==> src/rtl/shift_decode_stage.sv <==
// Decodes MIPS32 shift instructions into shifter operands behind a 2-entry skid buffer.
// Latency 1 cycle; InReady is registered (SK empty), so upstream backpressure never depends on OutReady combinationally.
module shift_decode_stage #(
  parameter int CNT_W = 8
) (
  input  logic             clk,
  input  logic             rst_n,
  input  logic             InValid,
  output logic             InReady,
  input  logic [31:0]      Instr,
  input  logic [31:0]      RsData,
  input  logic [31:0]      RtData,
  input  logic             Flush,
  output logic             OutValid,
  input  logic             OutReady,
  output logic [31:0]      Data,
  output logic [1:0]       SRO,
  output logic [4:0]       SA,
  output logic [4:0]       DestReg,
  output logic [CNT_W-1:0] DropCnt
);

  localparam int PW = 44;  // {Data, SRO, SA, DestReg}

  logic             or_vld_q, or_vld_d;
  logic             sk_vld_q, sk_vld_d;
  logic [PW-1:0]    or_pl_q, or_pl_d;
  logic [PW-1:0]    sk_pl_q, sk_pl_d;
  logic             in_rdy_q, in_rdy_d;
  logic [CNT_W-1:0] drop_q, drop_d;

  logic             is_shift;
  logic             var_form;
  logic [1:0]       sro_n;
  logic [4:0]       sa_n;
  logic [PW-1:0]    new_pl;
  logic             accept;
  logic             keep;
  logic             discard;
  logic             consume;
  logic             or_free;

  always_comb begin
    is_shift = 1'b0;
    var_form = 1'b0;
    sro_n    = 2'b00;
    if (Instr[31:26] == 6'b000000) begin
      case (Instr[5:0])
        6'b000000: begin is_shift = 1'b1; sro_n = 2'b00; end
        6'b000010: begin is_shift = 1'b1; sro_n = 2'b01; end
        6'b000011: begin is_shift = 1'b1; sro_n = 2'b10; end
        6'b000100: begin is_shift = 1'b1; sro_n = 2'b00; var_form = 1'b1; end
        6'b000110: begin is_shift = 1'b1; sro_n = 2'b01; var_form = 1'b1; end
        6'b000111: begin is_shift = 1'b1; sro_n = 2'b10; var_form = 1'b1; end
        default:   begin is_shift = 1'b0; end
      endcase
    end
  end

  assign sa_n    = var_form ? RsData[4:0] : Instr[10:6];
  assign new_pl  = {RtData, sro_n, sa_n, Instr[15:11]};
  assign accept  = InValid & in_rdy_q;
  // The all-zero word decodes as SLL but is a NOP and must not reach the shifter.
  assign keep    = accept & is_shift & (Instr != 32'h0000_0000);
  assign discard = accept & ~keep & ~Flush;
  assign consume = or_vld_q & OutReady;
  assign or_free = ~or_vld_q | consume;

  always_comb begin
    or_vld_d = or_vld_q;
    sk_vld_d = sk_vld_q;
    or_pl_d  = or_pl_q;
    sk_pl_d  = sk_pl_q;
    drop_d   = drop_q;
    if (discard && (drop_q != {CNT_W{1'b1}})) begin
      drop_d = drop_q + {{(CNT_W-1){1'b0}}, 1'b1};
    end
    if (Flush) begin
      or_vld_d = 1'b0;
      sk_vld_d = 1'b0;
    end else if (or_free) begin
      if (sk_vld_q) begin
        or_vld_d = 1'b1;
        or_pl_d  = sk_pl_q;
        sk_vld_d = keep;
        if (keep) begin
          sk_pl_d = new_pl;
        end
      end else begin
        or_vld_d = keep;
        if (keep) begin
          or_pl_d = new_pl;
        end
      end
    end else if (keep) begin
      sk_vld_d = 1'b1;
      sk_pl_d  = new_pl;
    end
    in_rdy_d = ~sk_vld_d;
  end

  always_ff @(posedge clk or negedge rst_n) begin
    if (!rst_n) begin
      or_vld_q <= 1'b0;
      sk_vld_q <= 1'b0;
      or_pl_q  <= '0;
      sk_pl_q  <= '0;
      in_rdy_q <= 1'b1;
      drop_q   <= '0;
    end else begin
      or_vld_q <= or_vld_d;
      sk_vld_q <= sk_vld_d;
      or_pl_q  <= or_pl_d;
      sk_pl_q  <= sk_pl_d;
      in_rdy_q <= in_rdy_d;
      drop_q   <= drop_d;
    end
  end

  assign InReady  = in_rdy_q;
  assign OutValid = or_vld_q;
  assign Data     = or_pl_q[43:12];
  assign SRO      = or_pl_q[11:10];
  assign SA       = or_pl_q[9:5];
  assign DestReg  = or_pl_q[4:0];
  assign DropCnt  = drop_q;

endmodule

==> config.mk <==
export PLATFORM = sky130hd
export DESIGN_NAME = shift_decode_stage
export DESIGN_NICKNAME = d
export VERILOG_FILES = /design/src/rtl/shift_decode_stage.sv
export SDC_FILE = /design/constraint.sdc
export NUM_CORES = 1
export LEC_CHECK = 0
export BUFFER_PORTS_ARGS = -buffer_cell sky130_fd_sc_hd__buf_4
export CAP_MARGIN = 20
export CORE_ASPECT_RATIO = 1.2
export CORE_MARGIN = 3
export CORE_UTILIZATION = 30
export CTS_BUF_LIST = sky130_fd_sc_hd__clkbuf_4
export DETAILED_ROUTE_END_ITERATION = 10
export PLACE_DENSITY = 0.5
export SLEW_MARGIN = 30
export SYNTH_ARGS = -nofsm -noshare
export SYNTH_HDL_FRONTEND = slang
export SYNTH_SLANG_ARGS = --single-unit
==> constraint.sdc <==
create_clock -name clk -period 2.41 [get_ports clk]
set_input_delay 0.482 -clock clk [delete_from_list [all_inputs] [get_ports clk]]
set_output_delay 0.482 -clock clk [all_outputs]
set_load 0.01 [all_outputs]
## After elaboration in Yosys (flattened, before gate mapping)

Cells that the tools add are included.
Widths: inputs -> output; s select.

- Register bits: 99
- Logic and storage cells: 56
- Output and inout port bits: 54
- Input bits: 101

- Multiplexer cells: 19
- Equality and inequality tests: 7
- Bitwise gates (word level): 11
- Reduce and logical (&&, ||, !) cells: 12
- $add $sub $neg: 1

Operators with widths:

| kind | count |
|---|---|
| $mux 44 | 5 |
| $reduce_bool 32->1 | 1 |
| $eq 6x3->1 const B | 3 |
| $eq 6x2->1 const B | 2 |
| $logic_not 6->1 | 2 |
| $mux 1 | 11 |
| $add 8x1->8 const B | 1 |
| $ne 8x8->1 const B | 1 |
| $and 1x1->1 | 6 |
| $reduce_or 6->1 | 1 |
| $mux 5 | 1 |
| $not 1->1 | 4 |
| $pmux 2 s2 | 1 |
| $reduce_bool 2->1 | 2 |
| $reduce_or 2->1 | 2 |
| $reduce_and 3->1 | 1 |
| $reduce_or 3->1 | 1 |
| $mux 2 | 1 |
| $ne 2x2->1 const B | 1 |
| $reduce_and 2->1 | 1 |
| $logic_and 1x1->1 | 1 |
| $or 1x1->1 | 1 |

## Depth between registers and ports, before layout

- Word-level depth: 10
- Gate-level depth with buffers: 7
- Mapped depth without buffers: 5

## Least setup slack after synthesis

OpenSTA, ideal clock, no wires.

- Path type: in2reg
- From: input Instr[21]
- To: register or_pl_q[10]
- Path slack: 0.351 ns
- Library setup time: 0.128 ns
- Buffers on the path: 1
- Stages on the path: 6
- Required time: 2.282 ns
- Data arrival time: 1.931 ns
- Path through: nor4_1 nand4_1 o2111a_1 o21ai_4 buf_4 mux2_1

- Word-level cells in the longest chain between the ends: 4

RTL lines:

| item | RTL line | text |
|---|---|---|
| from (decl) | 10 | `input logic [31:0] Instr,` |
| $reduce_bool 32->1 | 64 | `assign keep = accept & is_shift & (Instr != 32'h0000_0000);` |
| $and 1x1->1 | 64 |  |
| $reduce_bool 2->1 (no source line) | -- |  |
| $reduce_and 3->1 (no source line) | -- |  |
| to (signal assigned) | 113 | `or_pl_q <= or_pl_d;` |
| to (decl) | 27 | `logic [PW-1:0] or_pl_q, or_pl_d;` |

Every way passes these cells.
A chain may end at the register's enable or synchronous reset.

## Worst setup path after layout

- From: input Instr[8]
- To: register or_pl_q[42]

Same word-level chain as after synthesis.

==> results.md <==
* 0.767 — routability congestion estimate from global placement
* 582 — number of nets at the end of the flow
* 0 — number of antenna violations at the first check in global routing
* 5130 microns — wire length on met2
* 85.3% — final worst path period share
* 339 — cell count after synthesis
* 683 — Layout Cells excl Fill
* 4.72 — post-DR vias/cell
* 2.42 ns — arrival time at the worst endpoint
* 14,600 sq um — Core ar.
* 10,800 microns — sum of routed wire length over all layers
* 0.14 ns — Clock transition at path regs
* 125 — number of DRC markers after the initial detailed-route iteration
* 13.7% — combinational cell fraction of total power
* 4530 sq um — post-synthesis cell area
* 35 — count of different cell masters after synthesis
* 280 uV — worst IR drop on VDD
* 9 — number of clock buffers inserted by TritonCTS
* 100% — proportion of register bits with asynchronous set or reset after synthesis
* 57 — largest net degree at the start of global routing
* 2.91 mW — PnR Total Power
* 141 microns — die span in y
* 0 — post-route antenna net violation count
* sky130_fd_sc_hd__buf_4, sky130_fd_sc_hd__dfrtp_1, sky130_fd_sc_hd__mux2_2 — commonest cells after routing, fill and taps aside
* 898 microns — length of routed met3 wiring
* 0 — global-route congestion overflow total
* 2.14 mW — internal power of the cells
* 26.4% — Switching Share
* 2.77 ns — Required @ worst endpoint
* 7730 microns — HPWL after detailed placement
* 0.354 ns — worst path setup slack after routing
* 0 — Setup-failing EPs final
* false — unrepaired setup endpoints after global routing
* 31.2% — area overhead of the layout relative to synthesis
* 31.0% — starting density of the core
* 4610 microns — Met1 Routed Length
* 54.8% — Seq/Total Area, Yosys
* 3 — total number of H-tree levels
* 490 nW/um^2 — power density over the cells
* 70.8% — Max transition margin
* 17,600 microns — wire length of the first global-routing pass
* sky130_fd_sc_hd__clkbuf_4 — Clk Tree Root Cell
* sky130_fd_sc_hd__dfrtp_1 — top flip-flop cell by instance count after synthesis
* in -> reg — worst min path class
* 768 uW — net switching power of the design
* 0 — final-report hold violation count
* primary input — launching element type of the critical path
* 0 — Final Max Slew Viols
* 13.3 sq um — mean cell area of the mapped netlist
* 14 — largest fanout on the critical path
* 15.9 microns — DR WL/cell
* 0.47 ns — clk_lat worst skew
* 4 — number of detailed-route iterations in the first pass
* 118 microns — Die X-Extent
* 25.1% — clock share of power
* flop — endpoint class of the critical path
* 0 — DRC violation count after routing
* 2 — deepest clock path buffer count
* 61.2% — part of the total power dissipated in sequential elements
* 441 — post-synth net total
* 155 — top-level port count
* in -> reg — class of the most critical setup path
* 127 — port buffer count
* 2.06 ns — min Tclk post-route
* 13.4% — global-route usage over all layers
* 48 — standard-cell row count
* 3,426 — vias in the first global route
* 16,600 sq um — die footprint
* 0.0102 ns — Post-Route Skew
* finished, final reports clean — outcome
* 0 — Max-Cap Viols
* 0 — Warnings, synthesis
* 668 — number of placed instances with taps included
* met4 — uppermost layer routed
* 99 — #FFs+latches synth
* 99 — Sinks on Clock Net
* -0.193 ns — post-place setup slack
* sky130_fd_sc_hd__buf_4 — most common cell after layout, fill and taps aside
* 49.5% — fraction of final layout cells sized beyond drive strength 1
* 0.435 ns — pin slew with the least headroom to its limit
* yes — CTS tree
* 486 MHz — timing-limited maximum frequency
* 0 — Antenna Diode Count
* 3,222 — via total after detailed routing
* 0 — count of flip-flops with a built-in enable after synthesis
* 3.00 nW — standby leakage power
## timing repair
action | 4_1_cts | 5_1_grt
hold buffers | 1 | 0
buffers inserted | 0 | 0
gates resized for setup | 0 | 0
hold endpoints to repair | 16 | 0
## critical path, stage by stage
cell and delay, ns:
sky130_fd_sc_hd__buf_4 0.11, sky130_fd_sc_hd__nor4_1 0.43, sky130_fd_sc_hd__nand2_1 0.24, sky130_fd_sc_hd__o2111a_1 0.34, sky130_fd_sc_hd__o21ai_4 0.18, sky130_fd_sc_hd__buf_4 0.27, sky130_fd_sc_hd__mux2_2 0.35
## cell type report
type / count / area (sq um)
flip-flops and latches: 99 / 2480
fillers: 1399 / 8660
clock inverters: 5 / 22.5
multi-input cells: 218 / 1960
well taps: 200 / 250
repair buffers: 145 / 1130
inverters: 7 / 26.3
clock buffers: 9 / 67.6
## kinds of logic (layout without fill, tap and decap cells)
| logic type | after synthesis | count (layout) | synth area share, % |
|---|---|---|---|
| multiplexers | 119 | 119 | 29.6 |
| flip-flops | 99 | 99 | 54.8 |
| AND/OR/NAND/NOR | 59 | 59 | 6.72 |
| AO/OA/AOI/OAI | 31 | 31 | 4.76 |
| buffers and inverters | 22 | 166 | 2.29 |
| XOR/XNOR | 7 | 7 | 1.35 |
| adder cells (fa/ha/maj) | 2 | 2 | 0.498 |
## flip-flops by register name, summed over array words and instances, names as in the netlist
name and cells:
InReady 1, or_pl_q 44, sk_pl_q 44, sk_vld_q 1, DropCnt 8, OutValid 1
## cell usage after synthesis (6+ instances only)
master	number	share of area, %
sky130_fd_sc_hd__mux2_1	40	10
sky130_fd_sc_hd__nor3_1	7	0.77
sky130_fd_sc_hd__nand3_1	6	0.66
sky130_fd_sc_hd__mux2_2	79	20
sky130_fd_sc_hd__clkbuf_1	6	0.50
sky130_fd_sc_hd__inv_1	6	0.50
sky130_fd_sc_hd__dfrtp_1	98	54
sky130_fd_sc_hd__nand2_1	19	1.6
sky130_fd_sc_hd__xnor2_1	7	1.4
sky130_fd_sc_hd__o211ai_1	6	1.0
sky130_fd_sc_hd__nor4_1	6	0.83
sky130_fd_sc_hd__a21oi_1	6	0.66
sky130_fd_sc_hd__o21ai_0	9	1.0
## routing by layer
metal,track usage (%),up-vias
met5,0,-
met4,5.25,0
met3,5.53,14
met2,21.6,94
met1,16.1,1605
li1,-,1509
## path summary, 6_finish.rpt
path,slack (ns),startpoint,cells after the start,endpoint
setup / recovery,0.35,Instr[8],7,or_pl_q[42]
hold / removal,0.20,Flush,2,OutValid
max in group asynchronous,1.29,rst_n,3,InReady
hold reg to reg,0.50,sk_pl_q[10],2,sk_pl_q[10]
min in group asynchronous,0.41,rst_n,2,or_pl_q[20]
setup reg to reg,0.43,sk_vld_q,5,sk_pl_q[42]
## power by group through the flow
stage,logic [mW],clock network (mW),registers (mW)
3_5_place_dp,0.406,0,1.81
5_1_grt,0.440,0.847,1.79
2_1_floorplan,0.123,0,1.83
6_report,0.399,0.730,1.78
3_3_place_gp,0.400,0,1.81
4_1_cts,0.408,0.780,1.78
## metrics by stage
stage          area, sq um  TNS (ns)  utilization (%)  hold WS [ns]
2_1_floorplan         4530         0                -         0.186
3_3_place_gp          5840     -9.77             40.0         0.376
3_5_place_dp          5840    -11.22             40.0         0.382
4_1_cts               5940         0             40.7         0.144
5_1_grt               5940         0             40.7         0.146
6_report              5940         0             40.7         0.197
Power figures use the tool's default switching activity.
